`config.mk`:
```
export PLATFORM = sky130hd
export DESIGN_NAME = lsu_flat
export DESIGN_NICKNAME = d
export VERILOG_FILES = /design/src/rtl/lsu_if.sv /design/src/rtl/lsu.sv /design/src/flat_wrapper.sv
export SDC_FILE = /design/constraint.sdc
export NUM_CORES = 1
export LEC_CHECK = 0
export BUFFER_PORTS_ARGS = -buffer_cell sky130_fd_sc_hd__buf_2
export CAP_MARGIN = 20
export CORE_UTILIZATION = 50
export CTS_BUF_LIST = sky130_fd_sc_hd__clkbuf_2
export DETAILED_ROUTE_END_ITERATION = 7
export GPL_TIMING_DRIVEN = 0
export PLACE_DENSITY_LB_ADDON = 0.2
export SETUP_SLACK_MARGIN = 0.3
export SYNTH_ARGS = -nofsm -noshare
export SYNTH_HDL_FRONTEND = slang
export SYNTH_SLANG_ARGS = --single-unit
```
`constraint.sdc`:
```
create_clock -name clk -period 3.2 [get_ports clk]
set_clock_uncertainty 0.2 [all_clocks]
set_input_delay 0.48 -clock clk [delete_from_list [all_inputs] [get_ports clk]]
set_output_delay 0.48 -clock clk [all_outputs]
set_load 0.01 [all_outputs]
```
`src/rtl/lsu_if.sv`:
```
// Load/store unit port bundle: execute request, memory bus, writeback response.
interface lsu_if;
    logic        req_valid;
    logic        req_ready;
    logic        req_is_store;
    logic [2:0]  req_funct3;
    logic [31:0] req_addr;
    logic [31:0] req_wdata;
    logic [4:0]  req_rd;

    logic        mem_valid;
    logic        mem_ready;
    logic        mem_we;
    logic [31:0] mem_addr;
    logic [3:0]  mem_wstrb;
    logic [31:0] mem_wdata;
    logic        mem_rvalid;
    logic [31:0] mem_rdata;

    logic        rsp_valid;
    logic        rsp_ready;
    logic [31:0] rsp_rdata;
    logic [4:0]  rsp_rd;
    logic        rsp_err;

    // slave is the LSU itself; master is the pipeline plus memory around it
    modport slave (
        input  req_valid, req_is_store, req_funct3, req_addr, req_wdata, req_rd,
        input  mem_ready, mem_rvalid, mem_rdata, rsp_ready,
        output req_ready, mem_valid, mem_we, mem_addr, mem_wstrb, mem_wdata,
        output rsp_valid, rsp_rdata, rsp_rd, rsp_err
    );

    modport master (
        output req_valid, req_is_store, req_funct3, req_addr, req_wdata, req_rd,
        output mem_ready, mem_rvalid, mem_rdata, rsp_ready,
        input  req_ready, mem_valid, mem_we, mem_addr, mem_wstrb, mem_wdata,
        input  rsp_valid, rsp_rdata, rsp_rd, rsp_err
    );
endinterface

```
`src/rtl/lsu.sv`:
```
// Load/store unit: one outstanding access, registered bus and writeback outputs,
// alignment/funct3 checking and an optional read-wait timeout.
module lsu #(
    parameter int unsigned WAIT_TIMEOUT = 255
) (
    input  logic  clk,
    input  logic  rst,
    lsu_if.slave  bus
);
    localparam int unsigned CW  = (WAIT_TIMEOUT > 1) ? $clog2(WAIT_TIMEOUT + 1) : 1;
    localparam int unsigned LIM = (WAIT_TIMEOUT == 0) ? 0 : WAIT_TIMEOUT - 1;
    localparam logic [CW-1:0] CNT_LIM = CW'(LIM);

    typedef enum logic [2:0] {
        LB  = 3'b000,
        LH  = 3'b001,
        LW  = 3'b010,
        LBU = 3'b100,
        LHU = 3'b101
    } i_function3_e;

    typedef enum logic [2:0] {
        SB = 3'b000,
        SH = 3'b001,
        SW = 3'b010
    } s_function3_e;

    typedef enum logic [1:0] {
        IDLE,
        MEM_REQ,
        MEM_WAIT,
        RESP
    } state_e;

    state_e state, state_d;

    logic        mem_valid_q, mem_valid_d;
    logic        mem_we_q, mem_we_d;
    logic [31:0] mem_addr_q, mem_addr_d;
    logic [3:0]  mem_wstrb_q, mem_wstrb_d;
    logic [31:0] mem_wdata_q, mem_wdata_d;
    logic        rsp_valid_q, rsp_valid_d;
    logic [31:0] rsp_rdata_q, rsp_rdata_d;
    logic [4:0]  rsp_rd_q, rsp_rd_d;
    logic        rsp_err_q, rsp_err_d;
    logic        store_q, store_d;
    logic [2:0]  f3_q, f3_d;
    logic [1:0]  off_q, off_d;
    logic [CW-1:0] cnt_q, cnt_d;

    logic        f3_ok;
    logic        misaligned;
    logic        dec_err;
    logic [3:0]  st_strb;
    logic [31:0] st_data;
    logic [31:0] shifted;
    logic [31:0] ld_data;

    assign bus.req_ready = (state == IDLE) && !rst;
    assign bus.mem_valid = mem_valid_q;
    assign bus.mem_we    = mem_we_q;
    assign bus.mem_addr  = mem_addr_q;
    assign bus.mem_wstrb = mem_wstrb_q;
    assign bus.mem_wdata = mem_wdata_q;
    assign bus.rsp_valid = rsp_valid_q;
    assign bus.rsp_rdata = rsp_rdata_q;
    assign bus.rsp_rd    = rsp_rd_q;
    assign bus.rsp_err   = rsp_err_q;

    always_comb begin
        f3_ok      = 1'b0;
        misaligned = 1'b0;
        st_strb    = 4'b0000;
        st_data    = 32'h0;
        if (bus.req_is_store) begin
            unique case (bus.req_funct3)
                SB: begin
                    f3_ok   = 1'b1;
                    st_strb = 4'b0001 << bus.req_addr[1:0];
                    st_data = {4{bus.req_wdata[7:0]}};
                end
                SH: begin
                    f3_ok      = 1'b1;
                    misaligned = bus.req_addr[0];
                    st_strb    = bus.req_addr[1] ? 4'b1100 : 4'b0011;
                    st_data    = {2{bus.req_wdata[15:0]}};
                end
                SW: begin
                    f3_ok      = 1'b1;
                    misaligned = |bus.req_addr[1:0];
                    st_strb    = 4'b1111;
                    st_data    = bus.req_wdata;
                end
                default: ;
            endcase
        end else begin
            unique case (bus.req_funct3)
                LB, LBU: f3_ok = 1'b1;
                LH, LHU: begin
                    f3_ok      = 1'b1;
                    misaligned = bus.req_addr[0];
                end
                LW: begin
                    f3_ok      = 1'b1;
                    misaligned = |bus.req_addr[1:0];
                end
                default: ;
            endcase
        end
        dec_err = !f3_ok || misaligned;
    end

    // Bring the addressed byte/half down to bit 0, then extend
    always_comb begin
        shifted = bus.mem_rdata >> {off_q, 3'b000};
        unique case (f3_q)
            LB:      ld_data = {{24{shifted[7]}}, shifted[7:0]};
            LH:      ld_data = {{16{shifted[15]}}, shifted[15:0]};
            LBU:     ld_data = {24'h0, shifted[7:0]};
            LHU:     ld_data = {16'h0, shifted[15:0]};
            default: ld_data = shifted;
        endcase
    end

    always_comb begin
        state_d     = state;
        mem_valid_d = mem_valid_q;
        mem_we_d    = mem_we_q;
        mem_addr_d  = mem_addr_q;
        mem_wstrb_d = mem_wstrb_q;
        mem_wdata_d = mem_wdata_q;
        rsp_valid_d = rsp_valid_q;
        rsp_rdata_d = rsp_rdata_q;
        rsp_rd_d    = rsp_rd_q;
        rsp_err_d   = rsp_err_q;
        store_d     = store_q;
        f3_d        = f3_q;
        off_d       = off_q;
        cnt_d       = cnt_q;
        unique case (state)
            IDLE: begin
                if (bus.req_valid) begin
                    rsp_rd_d = bus.req_rd;
                    store_d  = bus.req_is_store;
                    f3_d     = bus.req_funct3;
                    off_d    = bus.req_addr[1:0];
                    if (dec_err) begin
                        state_d     = RESP;
                        rsp_valid_d = 1'b1;
                        rsp_err_d   = 1'b1;
                        rsp_rdata_d = 32'h0;
                    end else begin
                        state_d     = MEM_REQ;
                        mem_valid_d = 1'b1;
                        mem_we_d    = bus.req_is_store;
                        mem_addr_d  = {bus.req_addr[31:2], 2'b00};
                        mem_wstrb_d = bus.req_is_store ? st_strb : 4'b0000;
                        mem_wdata_d = bus.req_is_store ? st_data : 32'h0;
                    end
                end
            end
            MEM_REQ: begin
                if (bus.mem_ready) begin
                    mem_valid_d = 1'b0;
                    mem_we_d    = 1'b0;
                    mem_wstrb_d = 4'b0000;
                    if (store_q) begin
                        state_d     = RESP;
                        rsp_valid_d = 1'b1;
                        rsp_err_d   = 1'b0;
                        rsp_rdata_d = 32'h0;
                    end else begin
                        state_d = MEM_WAIT;
                        cnt_d   = '0;
                    end
                end
            end
            MEM_WAIT: begin
                if (bus.mem_rvalid) begin
                    state_d     = RESP;
                    rsp_valid_d = 1'b1;
                    rsp_err_d   = 1'b0;
                    rsp_rdata_d = ld_data;
                end else if (WAIT_TIMEOUT != 0 && cnt_q == CNT_LIM) begin
                    state_d     = RESP;
                    rsp_valid_d = 1'b1;
                    rsp_err_d   = 1'b1;
                    rsp_rdata_d = 32'h0;
                end else begin
                    cnt_d = cnt_q + 1'b1;
                end
            end
            RESP: begin
                if (bus.rsp_ready) begin
                    state_d     = IDLE;
                    rsp_valid_d = 1'b0;
                end
            end
            default: state_d = IDLE;
        endcase
    end

    always_ff @(posedge clk) begin
        if (rst) begin
            state       <= IDLE;
            mem_valid_q <= 1'b0;
            mem_we_q    <= 1'b0;
            mem_addr_q  <= 32'h0;
            mem_wstrb_q <= 4'b0000;
            mem_wdata_q <= 32'h0;
            rsp_valid_q <= 1'b0;
            rsp_rdata_q <= 32'h0;
            rsp_rd_q    <= 5'd0;
            rsp_err_q   <= 1'b0;
            store_q     <= 1'b0;
            f3_q        <= 3'b000;
            off_q       <= 2'b00;
            cnt_q       <= '0;
        end else begin
            state       <= state_d;
            mem_valid_q <= mem_valid_d;
            mem_we_q    <= mem_we_d;
            mem_addr_q  <= mem_addr_d;
            mem_wstrb_q <= mem_wstrb_d;
            mem_wdata_q <= mem_wdata_d;
            rsp_valid_q <= rsp_valid_d;
            rsp_rdata_q <= rsp_rdata_d;
            rsp_rd_q    <= rsp_rd_d;
            rsp_err_q   <= rsp_err_d;
            store_q     <= store_d;
            f3_q        <= f3_d;
            off_q       <= off_d;
            cnt_q       <= cnt_d;
        end
    end
endmodule

```
`src/flat_wrapper.sv`:
```
// flat-port wrapper written by rule: the top's interface ports become plain ports
module lsu_flat 
#(
    parameter int unsigned WAIT_TIMEOUT = 255
)
  (clk, rst, bus_req_valid, bus_req_is_store, bus_req_funct3, bus_req_addr, bus_req_wdata, bus_req_rd, bus_mem_ready, bus_mem_rvalid, bus_mem_rdata, bus_rsp_ready, bus_req_ready, bus_mem_valid, bus_mem_we, bus_mem_addr, bus_mem_wstrb, bus_mem_wdata, bus_rsp_valid, bus_rsp_rdata, bus_rsp_rd, bus_rsp_err);
  lsu_if bus_i ();
  input  logic clk;
  input  logic rst;
  input wire logic [$bits(bus_i.req_valid)-1:0] bus_req_valid;
  input wire logic [$bits(bus_i.req_is_store)-1:0] bus_req_is_store;
  input wire logic [$bits(bus_i.req_funct3)-1:0] bus_req_funct3;
  input wire logic [$bits(bus_i.req_addr)-1:0] bus_req_addr;
  input wire logic [$bits(bus_i.req_wdata)-1:0] bus_req_wdata;
  input wire logic [$bits(bus_i.req_rd)-1:0] bus_req_rd;
  input wire logic [$bits(bus_i.mem_ready)-1:0] bus_mem_ready;
  input wire logic [$bits(bus_i.mem_rvalid)-1:0] bus_mem_rvalid;
  input wire logic [$bits(bus_i.mem_rdata)-1:0] bus_mem_rdata;
  input wire logic [$bits(bus_i.rsp_ready)-1:0] bus_rsp_ready;
  output wire logic [$bits(bus_i.req_ready)-1:0] bus_req_ready;
  output wire logic [$bits(bus_i.mem_valid)-1:0] bus_mem_valid;
  output wire logic [$bits(bus_i.mem_we)-1:0] bus_mem_we;
  output wire logic [$bits(bus_i.mem_addr)-1:0] bus_mem_addr;
  output wire logic [$bits(bus_i.mem_wstrb)-1:0] bus_mem_wstrb;
  output wire logic [$bits(bus_i.mem_wdata)-1:0] bus_mem_wdata;
  output wire logic [$bits(bus_i.rsp_valid)-1:0] bus_rsp_valid;
  output wire logic [$bits(bus_i.rsp_rdata)-1:0] bus_rsp_rdata;
  output wire logic [$bits(bus_i.rsp_rd)-1:0] bus_rsp_rd;
  output wire logic [$bits(bus_i.rsp_err)-1:0] bus_rsp_err;
  assign bus_i.req_valid = bus_req_valid;
  assign bus_i.req_is_store = bus_req_is_store;
  assign bus_i.req_funct3 = bus_req_funct3;
  assign bus_i.req_addr = bus_req_addr;
  assign bus_i.req_wdata = bus_req_wdata;
  assign bus_i.req_rd = bus_req_rd;
  assign bus_i.mem_ready = bus_mem_ready;
  assign bus_i.mem_rvalid = bus_mem_rvalid;
  assign bus_i.mem_rdata = bus_mem_rdata;
  assign bus_i.rsp_ready = bus_rsp_ready;
  assign bus_req_ready = bus_i.req_ready;
  assign bus_mem_valid = bus_i.mem_valid;
  assign bus_mem_we = bus_i.mem_we;
  assign bus_mem_addr = bus_i.mem_addr;
  assign bus_mem_wstrb = bus_i.mem_wstrb;
  assign bus_mem_wdata = bus_i.mem_wdata;
  assign bus_rsp_valid = bus_i.rsp_valid;
  assign bus_rsp_rdata = bus_i.rsp_rdata;
  assign bus_rsp_rd = bus_i.rsp_rd;
  assign bus_rsp_err = bus_i.rsp_err;
  lsu #(.WAIT_TIMEOUT(WAIT_TIMEOUT)) u_core (.clk(clk), .rst(rst), .bus(bus_i));
endmodule
```
## After elaboration in Yosys (flattened, before gate mapping)

Cells that the tools add are included.

| cells by class | value |
|---|---|
| $add $sub $neg | 1 |
| equal/unequal tests | 21 |
| shift operators | 2 |
| mux-type cells | 55 |
| bitwise gates (word level) | 1 |
| reductions and logical operators | 21 |

Operators by type and width:

| operator | count |
|---|---|
| 32-bit 2-to-1 mux | 7 |
| 32-bit one-hot mux with 3 select lines | 2 |
| 32-bit one-hot mux with 4 select lines | 1 |
| 8-bit 2-to-1 mux | 4 |
| 32-bit by 5-bit right shift with 32-bit output | 1 |
| 1-bit 2-to-1 mux | 20 |
| 4-bit 2-to-1 mux | 5 |
| 8-bit one-hot mux with 2 select lines | 1 |
| 2-bit inequality test, second input constant | 7 |
| 3-bit == test, second input constant | 4 |
| 2-bit 2-to-1 mux | 6 |
| 4-bit one-hot mux with 3 select lines | 1 |
| 6-bit AND reduction | 2 |
| 8-bit by 1-bit adder with 8-bit output, second input constant | 1 |
| 8-bit == test, second input constant | 1 |
| 1-bit one-hot mux with 2 select lines | 4 |
| 2-bit one-hot mux with 4 select lines | 1 |
| 4-bit one-hot mux with 2 select lines | 1 |
| 4-bit AND reduction | 2 |
| 3-bit by 1-bit == test with 1-bit output, second input constant | 2 |
| 3-bit zero test | 2 |
| 5-bit AND reduction | 1 |
| 5-bit OR reduction | 1 |
| 2-bit == test, second input constant | 2 |
| 18 further kinds | 22 |

| word-level totals | value |
|---|---|
| register bits | 123 |
| input bits | 111 |
| output and inout port bits | 110 |

## Depth between registers and ports, before layout

Gate-level depths: netlist (run 1).

| depth | value |
|---|---|
| depth after elaboration | 9 |
| depth in mapped cells | 10 |
| mapped depth without buffers | 7 |

## Worst setup path after synthesis (run 1)

Ideal clock, no wire load.

| timing path | value |
|---|---|
| path type | flip-flop to flip-flop |
| from | register u_core.state[1] |
| to | register u_core.rsp_rdata_q[14], in the netlist u_core.bus.rsp_rdata[14] |
| library setup time | 0.060 ns |
| arrival | 2.297 ns |
| required time | 2.940 ns |
| slack | 0.643 ns |
| cell stages (with the launch flop) | 9 |
| cells stage by stage | dfxtp_1 inv_1 ha_1 clkbuf_1 nor2b_1 a221o_1 or4_4 a2111oi_4 a22o_1 |

| on the way | value |
|---|---|
| longest elaborated chain between the ends | 3 |

RTL lines:

| what | RTL line | source |
|---|---|---|
| start, declared | lsu.sv:35 | `state_e state, state_d;` |
| start signal, assigned | lsu.sv:220 | `state <= state_d;` |
| 2-bit == test, or another cell as far along | lsu.sv:140 | `unique case (state)` |
| 3-bit by 2-bit inequality test with 1-bit output (no line), or another cell as far along | -- |  |
| 6-bit AND reduction (no line) | -- |  |
| end signal, assigned | lsu.sv:227 | `rsp_rdata_q <= rsp_rdata_d;` |
| end, declared | lsu.sv:43 | `logic [31:0] rsp_rdata_q, rsp_rdata_d;` |

Several ways; a longest one is shown, not always the timed one.
A chain may end at the register's enable or synchronous reset.

## Final worst setup path (run 1)

| timing path | value |
|---|---|
| from | register u_core.state[1] |
| to | register u_core.rsp_rdata_q[21], in the netlist u_core.bus.rsp_rdata[21] |

Same word-level chain as after synthesis.

==> results.tsv, run 1 <==
metric	value	unit
status	finished clean	
hold_violations	0	
muxShareOfSynthArea	5.41	%
seq_area_frac_synth	43.9	%
ys_warn_count	0	
critical_path_class	reg -> reg	
vias	6466	
grt_pass1_wl	29.7	mm
ios	221	
routed_wl	19.1	mm
critPathLaunch	u_core.state[1]$_SDFFE_PP0P_	
worst_slew_pin_slew	0.985	ns
p_leak	3.45	nW
numCtsBuffers	17	
syn-mean-instance-area	7.86	µm²
grt-ovfl-total	0	
clockPowerShare	22.2	%
internal_power	0.00294	W
synth_top_family_by_area	simple AND/OR/NAND/NOR gates	
final_common_cell	buf_2	
layout.nets	1160	
switching_power	0.00188	W
dieArea	11700	µm²
final_antenna_net_count	0	
cp.required	3.60	ns
route.detailed.drc	0	
syn2layout_area_growth	43.8	%
path_max_fanout	10	
clk_root_buffer_cell	clkbuf_2	
synth_xor_area_share	0.780	%
die_y	108	µm
insertion_delay	0.71	ns
p_seq_share	38.6	%
drtIter0Drc	399	
core_area	10900	µm²
synth_edf_count	0	
netlist-cell-type-count	49	
peakVddDrop	0.444	mV
total_power	0.00482	W
start_kind	register	
synth_area_leaders	dfxtp_1 44%, a21oi_1 11%, nand2_1 11%, mux2i_1 3.2%, clkbuf_1 3.2%	
switching_share	39.0	%
finalSetupViolCount	0	
num_rows	38	
dr.pass1.iters	5	
arrival	3.16	ns
pwr_density_cell	598	nW/µm²
dpl.hpwl	12.5	mm
r2r_start	u_core.state[1]$_SDFFE_PP0P_	
start_util	51.6	%
cts.sinks	123	
worstSetupEndpointType	register	
yosys.area_share.simple	22.2	%
path_delay_family	compound AO/OA/AOI/OAI gates	
hold_path.startpoint	bus_mem_rdata[9]	
crit_buf_inv	3	
slew_violations	0	
cts_htree_levels	4	
synth_fa_ha_area_share	1.78	%
timing.final.crit_period	2.76	ns
grt_max_degree	17	
hold_ws	0.0555	ns
yosysTopAreaCellShare	43.9	%
grt_util_all_layers	33.0	%
crit_slowest_cell	or4_4	
gp_congestion	0.875	
cts_tree	built	
yosys.area.top_type	dfxtp_1	
relSlewSlack	34.3	%
clk_pin_slew_worst_paths	0.19	ns
finalCritPeriodShare	86.4	%
rsz0062_at_grt	yes	
synthFlopType	dfxtp_1	
diodes	0	
comb_power_share	39.2	%
cp_slowest_stage_delay	0.49	ns
clock_path_buffers	2	
min_path_type	in -> reg	
drive_above_1_share	26.8	%
max_freq	362	MHz
grt_pass1_vias	6197	
dpl_cell_area	6880	µm²
routedWlPerCell	16.0	µm
synth-compound-area-share	21.2	%
synth_seq_cells	123	
antenna_found_initial	0	
setup_tns	0	ns
io_buffers	216	
viasPerCell	5.42	
layout_common_cells	217 x buf_2, 160 x nand2_1, 124 x a21oi_1	
netlist_instances	714	
path_cells	inv_1, ha_1, clkbuf_1, nor2b_1, a221o_1, or4_4, a21oi_4, clkbuf_4, a211oi_1	
maxCapViolations	0	
synthArstFlopShare	0	%
die_w	108	µm
synth_area	5620	µm²
fin_area	8070	µm²
-- sequential cells by signal, indices dropped and copies added (netlist names), 2 cells and up --
register,flops
u_core.f3_q,3
u_core.cnt_q,8
u_core.state,2
u_core.off_q,2
u_core.bus.rsp_rdata,32
u_core.bus.mem_addr,30
u_core.bus.mem_wdata,32
u_core.bus.mem_wstrb,4
u_core.bus.rsp_rd,5
-- what timing repair did --
item | CTS | global route
endpoints found under the setup margin | 21 | 46
gates resized for setup | 2 | 18
hold buffers | 86 | 0
endpoints found under the hold margin | 90 | 0
buffers inserted | 0 | 5
pin swaps | 1 | 2
-- path summary, 6_finish.rpt --
check                                          endpoint  slack [ns]  cells after the start
setup / recovery  u_core.bus.rsp_rdata[21]$_SDFFE_PP0P_        0.44                      9
hold / removal     u_core.bus.rsp_rdata[9]$_SDFFE_PP0P_        0.06                      4
setup reg to reg  u_core.bus.rsp_rdata[21]$_SDFFE_PP0P_        0.44                      9
hold reg to reg       u_core.bus.rsp_rd[1]$_SDFFE_PP0P_        0.26                      2
-- worst register-to-register path, cell delays in order, from the launching register on --
cell	delay, ns
dfxtp_2	0.42
inv_1	0.09
ha_1	0.18
clkbuf_1	0.19
nor2b_1	0.18
a221o_1	0.34
or4_4	0.49
a21oi_4	0.25
clkbuf_4	0.26
a211oi_1	0.09
-- power groups by stage --
stage	registers (W)	logic (W)	clock network (W)
floorplan	0.00196	0.00104	0
global placement	0.00188	0.00164	0
detailed placement	0.00189	0.00166	0
CTS	0.00186	0.00178	0.00108
global route	0.00189	0.00209	0.00114
finish	0.00186	0.00189	0.00107
-- layer usage --
metal  up-vias  global-route usage [%]  share of wire [%]
met5         -                       0                  0
met1      2960                    40.2                 41
met2       330                    54.6                 48
li1       3120                       -                  -
met3        56                    8.98                8.0
met4         0                    14.4                3.0
-- cells in the mapped netlist, drive strengths merged (8+ instances only) --
cell type and number:
mux2 9, nand2b 8, nor2b 15, clkbuf 48, buf 8, nand2 160, a22o 9, o21ai 30
a211oi 20, nand3 29, ha 8, or3 9, dfxtp 123, a21oi 125, inv 11, mux2i 18
nor2 34
-- logic make-up after synthesis --
logic type	count (synthesis)
flip-flops	123
buffers and inverters	67
AO/OA/AOI/OAI	203
adder cells (fa/ha/maj)	8
XOR/XNOR	5
multiplexers	28
other	1
AND/OR/NAND/NOR	279
-- final cells by class --
cell class | instances | area, µm²
multi-input cells | 525 | 2930
fillers | 860 | 2820
flip-flops and latches | 123 | 2460
repair buffers | 307 | 1980
plain buffers | 56 | 231
well taps | 140 | 175
clock inverters | 14 | 171
clock buffers | 17 | 85.1
inverters | 11 | 41.3
-- stage by stage --
| stage | util, % | worst slack, ns | cells |
|---|---|---|---|
| 2_1_floorplan | - | 0.643 | 715 |
| 3_3_place_gp | 63.1 | 0.300 | 1071 |
| 3_5_place_dp | 63.1 | 0.288 | 1071 |
| 4_1_cts | 73.5 | 0.316 | 1188 |
| 5_1_grt | 74.1 | 0.287 | 1193 |
| 6_report | 74.1 | 0.437 | 1193 |
No activity file was read; power rests on OpenSTA's default activity.
==> run 2: changes to the inputs <==
--- a/config.mk
+++ b/config.mk
@@ -5,6 +5,7 @@
 export SDC_FILE = /design/constraint.sdc
 export NUM_CORES = 1
 export LEC_CHECK = 0
+export ABC_CLOCK_PERIOD_IN_PS = 3200
 export BUFFER_PORTS_ARGS = -buffer_cell sky130_fd_sc_hd__buf_2
 export CAP_MARGIN = 20
 export CORE_UTILIZATION = 50
==> constraint.sdc (replaced) <==
create_clock -name clk -period 3.2 [get_ports clk]
set_clock_uncertainty 0.2 [all_clocks]
set_input_delay 0.32 -clock clk [delete_from_list [all_inputs] [get_ports clk]]
set_output_delay 0.32 -clock clk [all_outputs]
set_load 0.01 [all_outputs]
==> results.tsv, run 2 (synthesis gave the netlist of run 1 again) <==
metric	value	unit
routedWlPerCell	16.9	µm
core_area	10900	µm²
cts_htree_levels	4	
max_freq	354	MHz
diodes	0	
relSlewSlack	35.2	%
layout.nets	1194	
dpl.hpwl	12.5	mm
switching_power	0.00195	W
antenna_found_initial	0	
rsz0062_at_grt	no	
path_max_fanout	10	
cts.sinks	123	
grt_pass1_wl	32.1	mm
drive_above_1_share	25.8	%
grt_util_all_layers	35.6	%
dieArea	11700	µm²
layout_common_cells	217 x buf_2, 160 x nand2_1, 124 x a21oi_1	
status	finished clean	
clk_root_buffer_cell	clkbuf_2	
clockPowerShare	22.0	%
vias	6792	
hold_violations	0	
die_y	108	µm
insertion_delay	0.71	ns
route.detailed.drc	0	
viasPerCell	5.54	
grt_pass1_vias	6737	
grt-ovfl-total	0	
gp_congestion	0.875	
routed_wl	20.7	mm
slew_violations	0	
worst_slew_pin_slew	0.972	ns
internal_power	0.00297	W
critical_path_class	reg -> reg	
finalCritPeriodShare	88.3	%
arrival	3.24	ns
drtIter0Drc	522	
numCtsBuffers	17	
maxCapViolations	0	
comb_power_share	40.0	%
dr.pass1.iters	8	
setup_tns	0	ns
total_power	0.00492	W
min_path_type	in -> reg	
fillCellCount	796	
grt_max_degree	17	
pwr_density_cell	585	nW/µm²
final_common_cell	buf_2	
finalSetupViolCount	0	
final_antenna_net_count	0	
num_rows	38	
io_buffers	216	
clk_pin_slew_worst_paths	0.18	ns
p_seq_share	37.9	%
start_kind	register	
cts_tree	built	
syn2layout_area_growth	49.8	%
die_w	108	µm
worstSetupEndpointType	register	
timing.final.crit_period	2.83	ns
start_util	51.6	%
p_leak	3.59	nW
peakVddDrop	0.473	mV
cp.required	3.61	ns
ios	221	
switching_share	39.6	%
clock_path_buffers	2	
run 2: cell count changes in the layout (fill, tap and decap cells not counted):
cell	change
dlygate4sd3_1	+35
clkbuf_1	+1
clkbuf_2	-1
clkbuf_4	-1
run 2: power groups by stage:
stage | Sequential, W | Combinational [W] | Clock [W]
floorplan | 0.00196 | 0.00104 | 0
global route | 0.00189 | 0.00216 | 0.00115
global placement | 0.00188 | 0.00164 | 0
detailed placement | 0.00189 | 0.00166 | 0
finish | 0.00187 | 0.00197 | 0.00108
CTS | 0.00186 | 0.00182 | 0.00108
run 2: worst paths after layout:
path                                                        start  cells after the start  slack (ns)                                   end
worst min-delay path                             bus_mem_rdata[7]                      4        0.06  u_core.bus.rsp_rdata[7]$_SDFFE_PP0P_
worst max register to register       u_core.off_q[0]$_SDFFE_PP0P_                      6        0.37  u_core.bus.rsp_rdata[9]$_SDFFE_PP0P_
worst min register to register  u_core.bus.rsp_rd[1]$_SDFFE_PP0P_                      2        0.26     u_core.bus.rsp_rd[1]$_SDFFE_PP0P_
worst max-delay path                 u_core.off_q[0]$_SDFFE_PP0P_                      6        0.37  u_core.bus.rsp_rdata[9]$_SDFFE_PP0P_
run 2: worst max-delay path, stage by stage, from the launching register on:
cell	delay, ns
dfxtp_1	0.35
clkbuf_1	0.35
buf_1	0.64
mux2i_1	0.33
dlygate4sd3_1	0.58
o21ai_0	0.09
a22o_1	0.21
run 2: layer usage:
| metal | wire [µm] | vias up | global-route usage, % |
|---|---|---|---|
| li1 | - | 3185 | - |
| met1 | 8120 | 3123 | 41.1 |
| met2 | 10200 | 395 | 59.9 |
| met3 | 1620 | 89 | 10.8 |
| met4 | 829 | 0 | 17.4 |
| met5 | 0 | - | 0 |
run 2: through the flow:
step                      worst slack (ns)  hold WS [ns]  std cells  utilization, %  area [µm²]
after CTS                            0.316       0.00319       1223            76.7        8350
after floorplan                      0.643         0.245        715               -        5620
after detailed placement             0.288         0.241       1071            63.1        6880
after global placement               0.300         0.236       1071            63.1        6880
after global routing                 0.291        0.0278       1227            77.3        8410
final                                0.374        0.0579       1227            77.3        8410
run 2: what timing repair did:
action / in CTS / in global routing
gates resized for setup: 2 / 17
buffers inserted: 0 / 4
setup endpoints to repair: 21 / 54
pin swaps: 1 / 2
endpoints found under the hold margin: 113 / 0
hold buffers: 121 / 0
run 2: cell type report:
type                       instances  area, µm²  share of cell area, %
multi-input combinational        525       2930                   34.8
sequential                       123       2460                   29.3
inverter                          11       41.3                  0.491
timing repair buffer             341       2320                   27.6
tap                              140        175                   2.08
clock inverter                    14        171                   2.04
buffer                            56        230                   2.74
clock buffer                      17       85.1                   1.01
==> run 3: changes to the inputs <==
--- a/config.mk
+++ b/config.mk
@@ -8,7 +8,7 @@
 export ABC_CLOCK_PERIOD_IN_PS = 3200
 export BUFFER_PORTS_ARGS = -buffer_cell sky130_fd_sc_hd__buf_2
 export CAP_MARGIN = 20
-export CORE_UTILIZATION = 50
+export CORE_UTILIZATION = 40
 export CTS_BUF_LIST = sky130_fd_sc_hd__clkbuf_2
 export DETAILED_ROUTE_END_ITERATION = 7
 export GPL_TIMING_DRIVEN = 0
==> constraint.sdc (replaced) <==
create_clock -name clk -period 3.2 [get_ports clk]
set_clock_uncertainty 0.2 [all_clocks]
set_input_delay 0.32 -clock clk [delete_from_list [all_inputs] [get_ports clk]]
set_output_delay 0.32 -clock clk [all_outputs]
set_load 0.005 [all_outputs]
==> results.tsv, run 3 (synthesis gave the netlist of run 1 again) <==
metric	value	unit
status	finished clean	
path_max_fanout	10	
max_freq	361	MHz
rsz0062_at_grt	no	
routed_wl	19.6	mm
maxCapViolations	0	
syn2layout_area_growth	48.2	%
relSlewSlack	35.5	%
r2r_end	u_core.bus.rsp_rdata[30]$_SDFFE_PP0P_	
rrSetupSlack	0.43	ns
finalSetupViolCount	0	
critical_path_class	reg -> reg	
rr_worst_depth	9	
clk_root_buffer_cell	clkbuf_2	
insertion_delay	0.68	ns
die_w	120	µm
switching_power	0.00175	W
diodes	0	
dieArea	14500	µm²
io_buffers	216	
drtIter0Drc	429	
final_antenna_net_count	0	
pwr_density_cell	544	nW/µm²
cts.sinks	123	
layout_common_cells	218 x buf_2, 160 x nand2_1, 124 x a21oi_1	
routedWlPerCell	15.6	µm
worst_slew_pin_slew	0.967	ns
grt-ovfl-total	0	
worst_slack	0.430	ns
grt_pass1_wl	30.3	mm
peakVddDrop	0.343	mV
drive_above_1_share	25.7	%
hold_depth	4	
clk_pin_slew_worst_paths	0.16	ns
finalCritPeriodShare	86.6	%
final_common_cell	buf_2	
slew_violations	0	
num_rows	42	
p_leak	3.55	nW
min_path_type	in -> reg	
arrival	3.12	ns
setup_tns	0	ns
fillCellCount	1220	
p_seq_share	41.1	%
comb_power_share	40.6	%
worstSetupEndpointType	register	
dpl.hpwl	13.4	mm
cts_tree	built	
route.detailed.drc	0	
core_area	13500	µm²
timing.final.crit_period	2.77	ns
hold_end	u_core.bus.rsp_rdata[7]$_SDFFE_PP0P_	
switching_share	38.7	%
clock_path_buffers	2	
grt_pass1_vias	6127	
layout.nets	1188	
antenna_found_initial	0	
grt_util_all_layers	26.7	%
cts_htree_levels	4	
gp_congestion	0.973	
die_y	120	µm
r2r_start	u_core.state[1]$_SDFFE_PP0P_	
pre_cts_slack	0.238	ns
hold_violations	0	
start_kind	register	
ios	221	
hold_path.startpoint	bus_mem_rdata[15]	
clockPowerShare	18.3	%
start_util	41.7	%
dr.pass1.iters	5	
internal_power	0.00278	W
cp.required	3.55	ns
numCtsBuffers	17	
viasPerCell	5.13	
grt_max_degree	17	
vias	6449	
## run 3: layout make-up
cell class              count  area [µm²]  area share, %
plain buffers              56         233           2.80
clock buffers              19        95.1           1.14
clock inverters            12        82.6          0.993
inverters                  11        41.3          0.496
multi-input cells         525        2920           35.1
flip-flops and latches    123        2460           29.6
well taps                 176         220           2.65
repair buffers            335        2260           27.2
## run 3: power by group through the flow
stage	logic [W]	clock network [W]	registers, W
after floorplan	0.00104	0	0.00189
after global placement	0.00160	0	0.00189
after detailed placement	0.00161	0	0.00189
after CTS	0.00176	0.000846	0.00186
after global routing	0.00204	0.000908	0.00189
final	0.00184	0.000830	0.00186
## run 3: metal layers
layer | routed length, µm | vias to the layer above | GRT usage (%)
met5 | 0 | - | 0
met4 | 395 | 0 | 9.10
met3 | 1540 | 27 | 7.17
met2 | 9360 | 281 | 45.8
met1 | 8300 | 2963 | 32.2
li1 | - | 3178 | -
## run 3: worst max-delay path by stage
stage | depth (start not counted) | from | slack, ns | endpoint
after global placement | 9 | u_core.state[1]$_SDFFE_PP0P_ | 0.27 | u_core.bus.rsp_rdata[30]$_SDFFE_PP0P_
after detailed placement | 9 | u_core.state[1]$_SDFFE_PP0P_ | 0.24 | u_core.bus.rsp_rdata[30]$_SDFFE_PP0P_
after CTS | 9 | u_core.state[1]$_SDFFE_PP0P_ | 0.31 | u_core.bus.rsp_rdata[30]$_SDFFE_PP0P_
after floorplan | 8 | u_core.state[1]$_SDFFE_PP0P_ | 0.64 | u_core.bus.rsp_rdata[14]$_SDFFE_PP0P_
after global routing | 9 | u_core.state[1]$_SDFFE_PP0P_ | 0.30 | u_core.bus.rsp_rdata[14]$_SDFFE_PP0P_
final | 9 | u_core.state[1]$_SDFFE_PP0P_ | 0.43 | u_core.bus.rsp_rdata[30]$_SDFFE_PP0P_
## run 3: per-stage QoR
step,area (µm²),utilization (%),hold WS [ns],std cells,total power [W]
after floorplan,5620,-,0.245,715,0.00293
after global placement,6920,51.4,0.237,1107,0.00348
after detailed placement,6920,51.4,0.242,1107,0.00350
after CTS,8270,61.5,0.00572,1254,0.00446
after global routing,8320,61.8,0.0343,1257,0.00483
final,8320,61.8,0.0698,1257,0.00453
## run 3: what timing repair did
item	in CTS	in global routing
gates resized for setup	3	18
hold endpoints to repair	113	0
hold buffers	116	0
setup buffers	0	3
pin swaps	1	2
setup endpoints to repair	26	43
## run 3: critical path, cell delays in order (launching register included)
cell      delay, ns
dfxtp_2        0.41
inv_1          0.09
ha_1           0.18
clkbuf_1       0.19
nor2b_1        0.18
a221o_1        0.34
or4_4          0.49
a21oi_4        0.25
buf_4          0.23
a211oi_1       0.08
